===== config.mk =====
export PLATFORM = sky130hd
export DESIGN_NAME = operand_fetch
export DESIGN_NICKNAME = d
export VERILOG_FILES = /design/src/rtl/operand_fetch.sv
export SDC_FILE = /design/constraint.sdc
export NUM_CORES = 1
export LEC_CHECK = 0
export CORE_ASPECT_RATIO = 2
export CORE_MARGIN = 3
export CORE_UTILIZATION = 54
export DETAILED_ROUTE_END_ITERATION = 7
export PLACE_DENSITY = 0.86
export REMOVE_ABC_BUFFERS = 1
export SYNTH_ARGS = -nofsm -noshare
export SYNTH_HDL_FRONTEND = slang
export SYNTH_SLANG_ARGS = --single-unit

===== constraint.sdc =====
create_clock -name clk -period 3.7 [get_ports clk]
set_clock_uncertainty 0.2 [all_clocks]
set_input_delay 0.74 -clock clk [delete_from_list [all_inputs] [get_ports clk]]
set_output_delay 0.74 -clock clk [all_outputs]
set_load 0.01 [all_outputs]

===== src/rtl/operand_fetch.sv =====
// Operand fetch stage between decode and execute: drives register-file reads and forwards writebacks.
// Optional performance counters are compiled in when OPERAND_FETCH_PERF_EN is defined.
module operand_fetch #(
    parameter int TAG_W = 8
) (
    input  logic             clk,
    input  logic             rst_n,
    input  logic             flush,
    input  logic             in_valid,
    output logic             in_ready,
    input  logic [4:0]       in_rs1,
    input  logic [4:0]       in_rs2,
    input  logic [TAG_W-1:0] in_tag,
    output logic [4:0]       rf_rs1_addr,
    output logic [4:0]       rf_rs2_addr,
    input  logic [31:0]      rf_rs1_data,
    input  logic [31:0]      rf_rs2_data,
    input  logic             wb_en,
    input  logic [4:0]       wb_addr,
    input  logic [31:0]      wb_data,
    output logic             out_valid,
    input  logic             out_ready,
    output logic [31:0]      out_rs1_data,
    output logic [31:0]      out_rs2_data,
    output logic [TAG_W-1:0] out_tag
`ifdef OPERAND_FETCH_PERF_EN
    ,
    output logic [31:0]      perf_fwd_cnt,
    output logic [31:0]      perf_stall_cnt
`endif
);

    logic             s1_valid_q, s1_valid_d;
    logic [4:0]       s1_rs1_q, s1_rs1_d, s1_rs2_q, s1_rs2_d;
    logic [TAG_W-1:0] s1_tag_q, s1_tag_d;
    logic             s1_fwd1_q, s1_fwd1_d, s1_fwd2_q, s1_fwd2_d;
    logic [31:0]      s1_fwd_data1_q, s1_fwd_data1_d, s1_fwd_data2_q, s1_fwd_data2_d;

    logic             out_valid_q, out_valid_d;
    logic [4:0]       out_rs1_addr_q, out_rs1_addr_d, out_rs2_addr_q, out_rs2_addr_d;
    logic [31:0]      out_rs1_q, out_rs1_d, out_rs2_q, out_rs2_d;
    logic [TAG_W-1:0] out_tag_q, out_tag_d;

    logic        wb_ok, s2_free, accept, xfer;
    logic        hit1_now, hit2_now, fwd_evt;
    logic [31:0] op1, op2;

    assign wb_ok = wb_en && (wb_addr != 5'd0);

    always_comb begin
        s2_free     = !out_valid_q || out_ready;
        in_ready    = !s1_valid_q || s2_free;
        rf_rs1_addr = in_ready ? in_rs1 : s1_rs1_q;
        rf_rs2_addr = in_ready ? in_rs2 : s1_rs2_q;
        accept      = in_valid && in_ready;
        xfer        = s1_valid_q && s2_free;

        // A write landing this cycle is newer than anything captured or read back.
        hit1_now = wb_ok && (wb_addr == s1_rs1_q);
        hit2_now = wb_ok && (wb_addr == s1_rs2_q);

        if (s1_rs1_q == 5'd0)  op1 = 32'd0;
        else if (hit1_now)     op1 = wb_data;
        else if (s1_fwd1_q)    op1 = s1_fwd_data1_q;
        else                   op1 = rf_rs1_data;

        if (s1_rs2_q == 5'd0)  op2 = 32'd0;
        else if (hit2_now)     op2 = wb_data;
        else if (s1_fwd2_q)    op2 = s1_fwd_data2_q;
        else                   op2 = rf_rs2_data;

        fwd_evt = xfer && !flush &&
                  (((s1_rs1_q != 5'd0) && (hit1_now || s1_fwd1_q)) ||
                   ((s1_rs2_q != 5'd0) && (hit2_now || s1_fwd2_q)));
    end

    always_comb begin
        s1_valid_d     = s1_valid_q;
        s1_rs1_d       = s1_rs1_q;
        s1_rs2_d       = s1_rs2_q;
        s1_tag_d       = s1_tag_q;
        s1_fwd1_d      = s1_fwd1_q;
        s1_fwd2_d      = s1_fwd2_q;
        s1_fwd_data1_d = s1_fwd_data1_q;
        s1_fwd_data2_d = s1_fwd_data2_q;

        if (flush) begin
            s1_valid_d = 1'b0;
        end else begin
            // The file returns pre-write data next cycle, so capture the write now.
            s1_fwd1_d = wb_ok && (wb_addr == rf_rs1_addr);
            s1_fwd2_d = wb_ok && (wb_addr == rf_rs2_addr);
            if (s1_fwd1_d) s1_fwd_data1_d = wb_data;
            if (s1_fwd2_d) s1_fwd_data2_d = wb_data;
            if (accept) begin
                s1_valid_d = 1'b1;
                s1_rs1_d   = in_rs1;
                s1_rs2_d   = in_rs2;
                s1_tag_d   = in_tag;
            end else if (xfer) begin
                s1_valid_d = 1'b0;
            end
        end
    end

    always_comb begin
        out_valid_d    = out_valid_q;
        out_rs1_addr_d = out_rs1_addr_q;
        out_rs2_addr_d = out_rs2_addr_q;
        out_rs1_d      = out_rs1_q;
        out_rs2_d      = out_rs2_q;
        out_tag_d      = out_tag_q;

        if (flush) begin
            out_valid_d = 1'b0;
        end else if (xfer) begin
            out_valid_d    = 1'b1;
            out_rs1_addr_d = s1_rs1_q;
            out_rs2_addr_d = s1_rs2_q;
            out_rs1_d      = op1;
            out_rs2_d      = op2;
            out_tag_d      = s1_tag_q;
        end else if (out_valid_q && !out_ready) begin
            // Held operands keep tracking the architectural register value.
            if (wb_ok && (wb_addr == out_rs1_addr_q)) out_rs1_d = wb_data;
            if (wb_ok && (wb_addr == out_rs2_addr_q)) out_rs2_d = wb_data;
        end else begin
            out_valid_d = 1'b0;
        end
    end

    always_ff @(posedge clk or negedge rst_n) begin
        if (!rst_n) begin
            s1_valid_q     <= 1'b0;
            s1_rs1_q       <= 5'd0;
            s1_rs2_q       <= 5'd0;
            s1_tag_q       <= '0;
            s1_fwd1_q      <= 1'b0;
            s1_fwd2_q      <= 1'b0;
            s1_fwd_data1_q <= 32'd0;
            s1_fwd_data2_q <= 32'd0;
            out_valid_q    <= 1'b0;
            out_rs1_addr_q <= 5'd0;
            out_rs2_addr_q <= 5'd0;
            out_rs1_q      <= 32'd0;
            out_rs2_q      <= 32'd0;
            out_tag_q      <= '0;
        end else begin
            s1_valid_q     <= s1_valid_d;
            s1_rs1_q       <= s1_rs1_d;
            s1_rs2_q       <= s1_rs2_d;
            s1_tag_q       <= s1_tag_d;
            s1_fwd1_q      <= s1_fwd1_d;
            s1_fwd2_q      <= s1_fwd2_d;
            s1_fwd_data1_q <= s1_fwd_data1_d;
            s1_fwd_data2_q <= s1_fwd_data2_d;
            out_valid_q    <= out_valid_d;
            out_rs1_addr_q <= out_rs1_addr_d;
            out_rs2_addr_q <= out_rs2_addr_d;
            out_rs1_q      <= out_rs1_d;
            out_rs2_q      <= out_rs2_d;
            out_tag_q      <= out_tag_d;
        end
    end

    assign out_valid    = out_valid_q;
    assign out_rs1_data = out_rs1_q;
    assign out_rs2_data = out_rs2_q;
    assign out_tag      = out_tag_q;

`ifdef OPERAND_FETCH_PERF_EN
    logic [31:0] perf_fwd_q, perf_fwd_d, perf_stall_q, perf_stall_d;

    always_comb begin
        perf_fwd_d   = perf_fwd_q + (fwd_evt ? 32'd1 : 32'd0);
        perf_stall_d = perf_stall_q + ((in_valid && !in_ready) ? 32'd1 : 32'd0);
    end

    always_ff @(posedge clk or negedge rst_n) begin
        if (!rst_n) begin
            perf_fwd_q   <= 32'd0;
            perf_stall_q <= 32'd0;
        end else begin
            perf_fwd_q   <= perf_fwd_d;
            perf_stall_q <= perf_stall_d;
        end
    end

    assign perf_fwd_cnt   = perf_fwd_q;
    assign perf_stall_cnt = perf_stall_q;
`else
    logic unused_perf;
    assign unused_perf = fwd_evt;
`endif

endmodule


==> results of run 1 <==
-- worst max-delay path, stage by stage --
cell,delay (ns)
sky130_fd_sc_hd__clkdlybuf4s50_1,0.45
sky130_fd_sc_hd__nand3b_4,0.28
sky130_fd_sc_hd__o21ai_0,0.51
sky130_fd_sc_hd__clkdlybuf4s50_1,0.65
-- Yosys cell counts (2+ instances only) --
| cell type | instances | share of area [%] |
|---|---|---|
| sky130_fd_sc_hd__inv_1 | 5 | 0.22 |
| sky130_fd_sc_hd__dfrtp_1 | 168 | 48 |
| sky130_fd_sc_hd__or4_1 | 2 | 0.17 |
| sky130_fd_sc_hd__nor4_1 | 32 | 2.3 |
| sky130_fd_sc_hd__nor3_1 | 2 | 0.12 |
| sky130_fd_sc_hd__nand2_1 | 38 | 1.6 |
| sky130_fd_sc_hd__a22o_1 | 32 | 3.2 |
| sky130_fd_sc_hd__clkbuf_1 | 34 | 1.5 |
| sky130_fd_sc_hd__and3_1 | 33 | 2.4 |
| sky130_fd_sc_hd__mux2_2 | 163 | 21 |
| sky130_fd_sc_hd__buf_2 | 13 | 0.75 |
| sky130_fd_sc_hd__a21oi_1 | 36 | 2.1 |
| sky130_fd_sc_hd__nor2_1 | 4 | 0.17 |
| sky130_fd_sc_hd__mux2_1 | 10 | 1.3 |
| sky130_fd_sc_hd__nand2b_1 | 2 | 0.14 |
| sky130_fd_sc_hd__xor2_1 | 5 | 0.50 |
| sky130_fd_sc_hd__buf_4 | 4 | 0.35 |
| sky130_fd_sc_hd__buf_6 | 7 | 0.91 |
| sky130_fd_sc_hd__a21o_1 | 2 | 0.17 |
| sky130_fd_sc_hd__o32a_1 | 32 | 3.7 |
| sky130_fd_sc_hd__mux2i_1 | 34 | 3.9 |
| sky130_fd_sc_hd__xnor2_1 | 21 | 2.1 |
| sky130_fd_sc_hd__buf_1 | 3 | 0.13 |
| sky130_fd_sc_hd__nand3_1 | 3 | 0.17 |
-- area by class of cell --
cell class                 instances  area share, %
clock inverter                    12           1.42
timing repair buffer             233           20.1
sequential                       168           36.3
clock buffer                      18           3.79
inverter                           5          0.162
antenna                            2         0.0432
tap                              198           2.14
multi-input combinational        469           36.1
-- where the power goes --
part | switching, µW | internal [µW]
combinational | 600 | 907
sequential | 299 | 2260
clock | 763 | 1090
total | 1660 | 4260
-- layer usage --
| layer | share of wire (%) | up-vias |
|---|---|---|
| met5 | 0 | - |
| li1 | - | 3017 |
| met1 | 33 | 3544 |
| met4 | 6.8 | 0 |
| met3 | 5.6 | 123 |
| met2 | 55 | 373 |
-- worst max-delay path by stage --
stage                    start                        endpoint  slack, ns  cells past startpoint
global placement     out_ready  s1_fwd_data1_q[14]$_DFFE_PN0P_       0.23                      8
floorplan            out_ready     out_rs2_data[0]$_DFFE_PN0P_      -0.53                      5
detailed placement  wb_addr[3]  s1_fwd_data2_q[22]$_DFFE_PN0P_       0.04                      7
CTS                  out_ready                  rf_rs2_addr[4]       0.12                      4
global route         out_ready                  rf_rs2_addr[4]       0.09                      4
finish               out_ready                  rf_rs2_addr[4]       0.12                      4
-- logic make-up after synthesis --
| group | Yosys count | synth area share (%) |
|---|---|---|
| AND/OR/NAND/NOR | 122 | 7.98 |
| AO/OA/AOI/OAI | 114 | 10.7 |
| flip-flops | 168 | 48.5 |
| buffers and inverters | 66 | 3.82 |
| XOR/XNOR | 26 | 2.63 |
| multiplexers | 207 | 26.4 |
-- stage by stage --
stage          util (%)  instance area [µm²]  total power [µW]
3_3_place_gp       70.7                11000              3990
5_1_grt            74.6                11600              6140
4_1_cts            74.6                11600              5940
3_5_place_dp       70.7                11000              4090
6_report           74.6                11600              5920
2_1_floorplan         -                 8360              3190
-- registers in the layout, summed over array words and instances (netlist names), 8 cells and up --
name,flops
out_rs1_data,32
out_rs2_data,32
s1_fwd_data1_q,32
s1_fwd_data2_q,32
out_tag,8
s1_tag_q,8
==> Implementation_results.wiki, run 1 <==
{| class="wikitable"
! Metric !! Value
|-
| Average footprint of a synthesized cell || 12.3 µm²
|-
| Number of distinct standard cells referenced by the synthesized netlist || 42
|-
| Data arrival, critical path || 2.64 ns
|-
| Critical Path Sink Type || output port
|-
| Total area of multi-input combinational cells || 0.00419 mm²
|-
| Number of CTS-inserted buffers || 17
|-
| Weighted congestion reported at the end of routability-driven placement || 0.914
|-
| Initial Util || 55.8%
|-
| Worst slew pin tran || 1.10 ns
|-
| Final hold violations || 0
|-
| Bufs on Longest Clock Path || 2
|-
| Number of DRC markers after the initial detailed-route iteration || 651
|-
| Share of cells above drive strength 1 || 26.0%
|-
| Clock tree from TritonCTS || done
|-
| Leakage Power || 0.00484 µW
|-
| Std cell rows || 64
|-
| Type of the most critical hold path || primary input to asynchronous set/reset pin
|-
| Fraction of registers with async set or reset after synthesis || 100%
|-
| Place WS || 0.0428 ns
|-
| Die span in y || 185 µm
|-
| Total number of clock tree sinks || 168
|-
| Worst vdd ir || 330 µV
|-
| Max_slew headroom || 26.7%
|-
| Post-CTS clock slew at the launch and capture registers of the worst setup and hold paths || 0.06 ns
|-
| Met1 layer usage reported by global route || 32.3%
|-
| Outcome || completed
|-
| Residual antenna-violating net count after detailed routing || 0
|-
| Post-cts gate resize count || 0
|-
| Total standard cell area after synthesis || 0.00867 mm²
|-
| Antenna violations before repair || 2
|-
| Core area || 0.0155 mm²
|-
| WL/cell || 23.7 µm
|-
| Unrepaired setup endpoints after global routing || no
|-
| Start-to-end type of the worst setup path || primary input to output port
|-
| Most frequent cells in the layout || 206 x sky130_fd_sc_hd__clkdlybuf4s50_1, 167 x sky130_fd_sc_hd__dfrtp_1, 163 x sky130_fd_sc_hd__mux2_2, 37 x sky130_fd_sc_hd__nand2_1, 36 x sky130_fd_sc_hd__a21oi_1
|-
| Req. time, crit path || 2.76 ns
|-
| Worst r2r dst || s1_fwd_data2_q[22]$_DFFE_PN0P_
|-
| Number of hold-repair buffers added at the cts stage || 0
|-
| Time the final worst path needs with I/O delays and setup || 3.58 ns
|-
| Number of maximum-capacitance violations || 0
|-
| Count of state elements after synthesis || 168
|-
| Sequential share of the synthesized area || 48.5%
|-
| Met3 demand-to-capacity share in global routing || 5.85%
|-
| Crit path max fanout || 13
|-
| Area Growth Syn to Fin || 33.7%
|-
| H-tree depth || 4
|-
| Share of the cycle needed by the critical path after routing || 96.7%
|-
| Global-route wire length before repair || 40900 µm
|-
| Number of global-route vias before repair || 7787
|-
| Layout fillers || 1034
|-
| Total routing resource utilization after global routing || 30.6%
|-
| Buffers inserted during post-CTS setup optimization || 0
|-
| Routed via count divided by cell count || 6.39
|-
| Non-filler instance count after layout || 1105
|-
| Area of the die || 0.0177 mm²
|-
| Vias after detailed routing || 7057
|-
| Count of cells along the worst register-to-register path || 6
|-
| CP startpoint kind || primary input
|-
| Flip-flop cell with the highest count after synthesis || sky130_fd_sc_hd__dfrtp_1
|-
| Root buffer cell || sky130_fd_sc_hd__clkbuf_16
|-
| Summed negative setup slack over all endpoints || 0 ns
|-
| DRC viols || 0
|-
| Number of standard cells after synthesis || 703
|-
| Count of flip-flops with a built-in enable after synthesis || 0
|-
| Final worst slack || 0.121 ns
|-
| Reg-to-reg setup timing slack || 1.00 ns
|-
| IO buf count || 208
|-
| Worst skew pair latency || 0.42 ns
|-
| Most utilized layer in the global route result || met2
|-
| Final setup violating endpoints || 0
|-
| Number of pins exceeding their max-slew limit in the final report || 0
|-
| Pwr per Cell Area || 510 mW/mm²
|-
| FMAX || 0.279 GHz
|-
| Commonest non-fill, non-tap cell in the layout || sky130_fd_sc_hd__clkdlybuf4s50_1
|-
| Yosys Warn Count || 0
|-
| Met2 capacity usage during global routing || 53.2%
|-
| Maximum number of pins on one net before global-route repair || 79
|-
| R2r startpoint || s1_rs2_q[3]$_DFFE_PN0P_
|-
| Boundary pin count || 209
|-
| Die W || 95.6 µm
|-
| Dpl cells || 1073
|-
| Seq. cell area || 0.00421 mm²
|-
| Routed wire length || 26200 µm
|-
| Leftover overflow at the end of global routing || 0
|-
| Final layout net count || 1019
|-
| Half-perimeter wire length after placement || 17800 µm
|-
| WHS || 0.136 ns
|-
| Pre-Repair DR Iteration Count || 7
|}
Power figures use the tool's default switching activity.
==> inputs of run 2 (changes only) <==
--- a/config.mk
+++ b/config.mk
@@ -8,6 +8,7 @@
 export CORE_ASPECT_RATIO = 2
 export CORE_MARGIN = 3
 export CORE_UTILIZATION = 54
+export CTS_BUF_LIST = sky130_fd_sc_hd__clkbuf_4 sky130_fd_sc_hd__clkbuf_8 sky130_fd_sc_hd__clkbuf_16
 export DETAILED_ROUTE_END_ITERATION = 7
 export PLACE_DENSITY = 0.86
 export REMOVE_ABC_BUFFERS = 1
==> results of run 2 <==
Same layout as run 1: the final DEF is identical, and so are final timing and power.
